$ cat src/rtl/muldiv_ctrl.sv
// Sequencing controller between the pipeline E stage and a multi-cycle divider.
// Optional macro DIV_ZERO_BYPASS_EN: a divide-by-zero skips the divider and completes directly.
module muldiv_ctrl (
  input  logic        clk,
  input  logic        rst,
  input  logic        req_valid,
  input  logic        req_signed,
  input  logic [31:0] req_a,
  input  logic [31:0] req_b,
  input  logic        cancel,
  output logic        div_start,
  output logic        div_signed,
  output logic [31:0] div_a,
  output logic [31:0] div_b,
  output logic        div_annul,
  input  logic [63:0] div_result,
  input  logic        div_ready,
  output logic        stall_o,
  output logic        hilo_we,
  output logic [63:0] hilo_wdata,
  output logic        err_timeout
);

  // state | meaning
  // IDLE  | waiting for a DIV/DIVU in E
  // BUSY  | divider running, operands frozen, watchdog counting
  // DONE  | result captured; the HI/LO write fires on the way out
  typedef enum logic [1:0] {
    S_IDLE = 2'd0,
    S_BUSY = 2'd1,
    S_DONE = 2'd2
  } state_t;

  localparam logic [5:0] WDOG_LAST = 6'd62;

  state_t      state_q, state_d;
  logic        start_d, signed_d, annul_d, we_d, tmo_d;
  logic [31:0] a_d, b_d;
  logic [63:0] wdata_d;
  logic [5:0]  wdog_q, wdog_d;
  logic        zero_bypass;

`ifdef DIV_ZERO_BYPASS_EN
  assign zero_bypass = (req_b == 32'd0);
`else
  assign zero_bypass = 1'b0;
`endif

  assign stall_o = ~rst &
                   (((state_q == S_IDLE) & req_valid & ~cancel) | (state_q == S_BUSY));

  always_comb begin
    state_d  = state_q;
    start_d  = div_start;
    signed_d = div_signed;
    a_d      = div_a;
    b_d      = div_b;
    wdata_d  = hilo_wdata;
    wdog_d   = wdog_q;
    annul_d  = 1'b0;
    we_d     = 1'b0;
    tmo_d    = 1'b0;
    unique case (state_q)
      S_IDLE: begin
        if (req_valid && !cancel) begin
          if (zero_bypass) begin
            wdata_d = {req_a, 32'hFFFF_FFFF};
            state_d = S_DONE;
          end else begin
            a_d      = req_a;
            b_d      = req_b;
            signed_d = req_signed;
            start_d  = 1'b1;
            wdog_d   = 6'd0;
            state_d  = S_BUSY;
          end
        end
      end
      S_BUSY: begin
        wdog_d = wdog_q + 6'd1;
        if (cancel) begin
          start_d = 1'b0;
          annul_d = 1'b1;
          state_d = S_IDLE;
        end else if (div_ready) begin
          wdata_d = div_result;
          start_d = 1'b0;
          state_d = S_DONE;
        end else if (wdog_q == WDOG_LAST) begin
          // 63rd BUSY cycle with no result: give up on the divider
          start_d = 1'b0;
          annul_d = 1'b1;
          tmo_d   = 1'b1;
          state_d = S_IDLE;
        end
      end
      S_DONE: begin
        // write enable registered off the DONE cycle so a flush seen here can still kill it
        we_d    = ~cancel;
        state_d = S_IDLE;
      end
      default: state_d = S_IDLE;
    endcase
  end

  always_ff @(posedge clk) begin
    if (rst) begin
      state_q     <= S_IDLE;
      div_start   <= 1'b0;
      div_signed  <= 1'b0;
      div_a       <= 32'd0;
      div_b       <= 32'd0;
      div_annul   <= 1'b0;
      hilo_we     <= 1'b0;
      hilo_wdata  <= 64'd0;
      err_timeout <= 1'b0;
      wdog_q      <= 6'd0;
    end else begin
      state_q     <= state_d;
      div_start   <= start_d;
      div_signed  <= signed_d;
      div_a       <= a_d;
      div_b       <= b_d;
      div_annul   <= annul_d;
      hilo_we     <= we_d;
      hilo_wdata  <= wdata_d;
      err_timeout <= tmo_d;
      wdog_q      <= wdog_d;
    end
  end

endmodule

$ cat config.mk
export PLATFORM = sky130hd
export DESIGN_NAME = muldiv_ctrl
export DESIGN_NICKNAME = d
export VERILOG_FILES = /design/src/rtl/muldiv_ctrl.sv
export SDC_FILE = /design/constraint.sdc
export NUM_CORES = 1
export LEC_CHECK = 0
export CAP_MARGIN = 20
export CORE_MARGIN = 4
export CORE_UTILIZATION = 42
export DETAILED_ROUTE_END_ITERATION = 10
export PLACE_DENSITY = 0.86
export RECOVER_POWER = 25
export SLEW_MARGIN = 20
export SYNTH_ARGS = -nofsm -noshare
export SYNTH_HDL_FRONTEND = slang
export SYNTH_SLANG_ARGS = --single-unit
$ cat constraint.sdc
create_clock -name clk -period 2.7 [get_ports clk]
set_input_delay 0.675 -clock clk [delete_from_list [all_inputs] [get_ports clk]]
set_output_delay 0.675 -clock clk [all_outputs]
set_load 0.05 [all_outputs]
==> flow_metrics.env <==
export IMPL_tightest_slew_ns=1.06
export IMPL_rsz0062_at_grt="false"
export IMPL_postCtsResizedCells=1
export IMPL_rrSetupSlack_ns=0.70
export IMPL_hp_class="reg -> reg"
export IMPL_final_max_slew_viol_count=0
export IMPL_finalSetupViolCount=0
export IMPL_crit_fanout=2
export IMPL_crit_arrival_ns=1.95
export IMPL_drtAntennaViolNets=0
export IMPL_synthCells=619
export IMPL_cp_slowest_cell="clkdlybuf4s50_1"
export IMPL_powerDensity_nw_per_um2=597
export IMPL_clock_path_buffers=2
export IMPL_wirelength_microns=14900
export IMPL_clk_latency_ns=0.40
export IMPL_ys_types=30
export IMPL_finalHoldViolations=0
export IMPL_fp_dieH_microns=116
export IMPL_dp_hpwl_microns=10600
export IMPL_r2r_cells=4
export IMPL_cts_tree="yes"
export IMPL_layout_commonest_cell="clkdlybuf4s50_1"
export IMPL_first_pass_iters=4
export IMPL_mostFrequentLayoutCells="clkdlybuf4s50_1 (265), nand2_1 (261), dfxtp_1 (141)"
export IMPL_period_share=0.974
export IMPL_setup_worst_path_class="in -> out"
export IMPL_clk_pin_slew_ns=0.05
export IMPL_cp_startpoint="req_valid"
export IMPL_critical_path_cell_chain="clkdlybuf4s50_1, or4b_4, a21oi_2, buf_12"
export IMPL_worstPathRequired_ns=2.03
export IMPL_gp_congestion=0.745
export IMPL_grt_use_met1=0.225
export IMPL_p_leak_uw=0.00287
export IMPL_status="finished, final reports clean"
export IMPL_grt_pass1_vias=4691
export IMPL_grt_pass1_wl_microns=22500
export IMPL_final_setup_skew_ns=0.00685
export IMPL_fmax_ghz=0.380
export IMPL_drtIter0Drc=313
export IMPL_synth_cell_area_sq_um=4920
export IMPL_startpoint_type="input pin"
export IMPL_root_buffer="clkbuf_16"
export IMPL_htree_num_levels=4
export IMPL_grt_start_max_net_pins=72
export IMPL_io_buffers=267
export IMPL_endpoint_kind="primary output"
export IMPL_finalSetupTns_ns=0
export IMPL_antennaDiodeCount=0
export IMPL_area_growth_syn_to_layout_pct=66.9
export IMPL_period_minus_slack_ns=2.63
export IMPL_layout_nets=1007
export IMPL_io_pins=268
export IMPL_initial_core_util=0.429
export IMPL_ys_ff_latch=141
export IMPL_rows=39
export IMPL_postCtsSetupBuffers=0
export IMPL_vias=4954
export IMPL_met2_usage=0.361
export IMPL_dp_cells=995
export IMPL_synth_area_per_cell_sq_um=7.95
export IMPL_die_area_sq_um=13500
export IMPL_clkPwrFrac=0.410
export IMPL_max_stage_delay_ns=0.47
export IMPL_hold_buffers=0
export IMPL_vias_per_cell=4.85
export IMPL_combPwrFrac=0.146
export IMPL_seqPwrFrac=0.444
export IMPL_max_cap_viol_count=0
export IMPL_gr_total_overflow=0
export IMPL_syn_num_nets=755
export IMPL_p_sw_uw=1200
export IMPL_cts_sinks=141
export IMPL_hold_worst_slack_ns=0.451
export IMPL_grt_busiest_layer="met2"
export IMPL_drive_above_1_share=0.0421
export IMPL_maxSlewHeadroom=0.294
export IMPL_postLayoutCoreUtil=0.716
export IMPL_timing_rr_end="wdog_q[4]$_SDFFE_PP0P_"
export IMPL_netSwitchingFraction=0.245
export IMPL_die_w_microns=116
export IMPL_instances_no_fill=1021
export IMPL_critPathCapture="stall_o"
export IMPL_core_area_sq_um=11500
export IMPL_antenna_found_initial=0
export IMPL_r2r_start="state_q[1]$_SDFFE_PP0P_"
export IMPL_wire_per_inst_microns=14.6
export IMPL_numCtsBuffers=17
export IMPL_track_usage=0.211
export IMPL_drc=0
export IMPL_yosysSeqAreaShare=0.574
export IMPL_n_fill_cell=885
export IMPL_internal_power_uw=3700
export IMPL_use_met3=0.0876
export IMPL_synth_warnings=0
export IMPL_irDropWorstVdd_mv=0.549
state kept, by name (all words and copies together) (netlist names):
name	flops
wdog_q	6
div_a	32
hilo_we	1
div_signed	1
div_b	32
div_start	1
state_q	2
hilo_wdata	64
div_annul	1
err_timeout	1
stage by stage:
step                area, sq um  setup slack, ns  power (uW)
finish                     8210           0.0714        4900
global route               8210           0.0293        5100
CTS                        8260           0.0624        4950
detailed placement         7750           -0.119        2940
global placement           7750           -0.110        2940
floorplan                  4920           0.0346        2580
logic make-up after synthesis:
kind of cell,count (synthesis),synth area share
adder cells (fa/ha/maj),2,0.00508
XOR/XNOR,1,0.00178
AO/OA/AOI/OAI,139,0.144
AND/OR/NAND/NOR,288,0.234
flip-flops,141,0.574
multiplexers,1,0.00229
buffers and inverters,47,0.0386
critical path: cells and delay by family:
family | cells | cell delay (ns)
AOI/OAI and AO/OA | 1 | 0.18
buffers and inverters | 2 | 0.63
and+or+nand+nor | 1 | 0.47
power by group through the flow:
stage                     registers, uW  logic (uW)  clock network (uW)
final                              2180         717                2010
after global routing               2180         759                2160
after CTS                          2180         728                2050
after detailed placement           2220         723                   0
after global placement             2220         718                   0
after floorplan                    2430         149                   0
synth_stat cells:
library cell,n,share of area
a21oi_1,134,0.14
a31oi_1,1,0.0013
and3_1,1,0.0013
buf_1,8,0.0061
buf_2,11,0.011
clkbuf_1,26,0.020
dfxtp_1,141,0.57
ha_1,2,0.0051
inv_1,2,0.0015
mux2_2,1,0.0023
nand2_1,261,0.20
nand2b_1,2,0.0025
nand3_1,7,0.0071
nand3b_1,1,0.0015
nand4_1,1,0.0013
nand4bb_1,1,0.0023
nor2_1,4,0.0031
nor2b_1,1,0.0013
nor3_1,3,0.0031
nor4b_1,1,0.0018
nor4b_2,1,0.0031
nor4bb_1,1,0.0020
o211a_1,1,0.0020
o221ai_1,1,0.0018
o22ai_1,1,0.0013
o311ai_0,1,0.0018
or3_1,1,0.0013
or4_1,1,0.0015
or4b_1,1,0.0020
xor2_1,1,0.0018
routing by layer:
| metal | part of all wire | wire length (microns) | vias to the layer above |
|---|---|---|---|
| li1 | - | - | 2508 |
| met1 | 0.37 | 5560 | 2224 |
| met2 | 0.50 | 7540 | 183 |
| met3 | 0.089 | 1320 | 39 |
| met4 | 0.035 | 517 | 0 |
| met5 | 0 | 0 | - |
how the worst min path moves through the flow:
| stage | from | to | slack (ns) | depth (start not counted) |
|---|---|---|---|---|
| detailed placement | div_a[25]$_SDFFE_PP0P_ | div_a[25]$_SDFFE_PP0P_ | 0.45 | 2 |
| global placement | hilo_wdata[62]$_SDFFE_PP0P_ | hilo_wdata[62]$_SDFFE_PP0P_ | 0.44 | 2 |
| floorplan | wdog_q[5]$_SDFFE_PP0P_ | err_timeout$_SDFF_PP0_ | 0.47 | 2 |
| global route | div_a[18]$_SDFFE_PP0P_ | div_a[18]$_SDFFE_PP0P_ | 0.47 | 2 |
| finish | hilo_wdata[60]$_SDFFE_PP0P_ | hilo_wdata[60]$_SDFFE_PP0P_ | 0.45 | 2 |
| CTS | div_a[18]$_SDFFE_PP0P_ | div_a[18]$_SDFFE_PP0P_ | 0.45 | 2 |
final cells by class:
| cell class | instances | area, sq um | share of cell area |
|---|---|---|---|
| Inverter | 2 | 7.51 | 0.000914 |
| Tap cell | 143 | 179 | 0.0218 |
| Clock inverter | 2 | 12.5 | 0.00152 |
| Clock buffer | 24 | 492 | 0.0599 |
| Sequential cell | 141 | 2820 | 0.344 |
| Multi-Input combinational cell | 431 | 1930 | 0.235 |
| Timing Repair Buffer | 278 | 2770 | 0.337 |
Power figures use the tool's default switching activity.
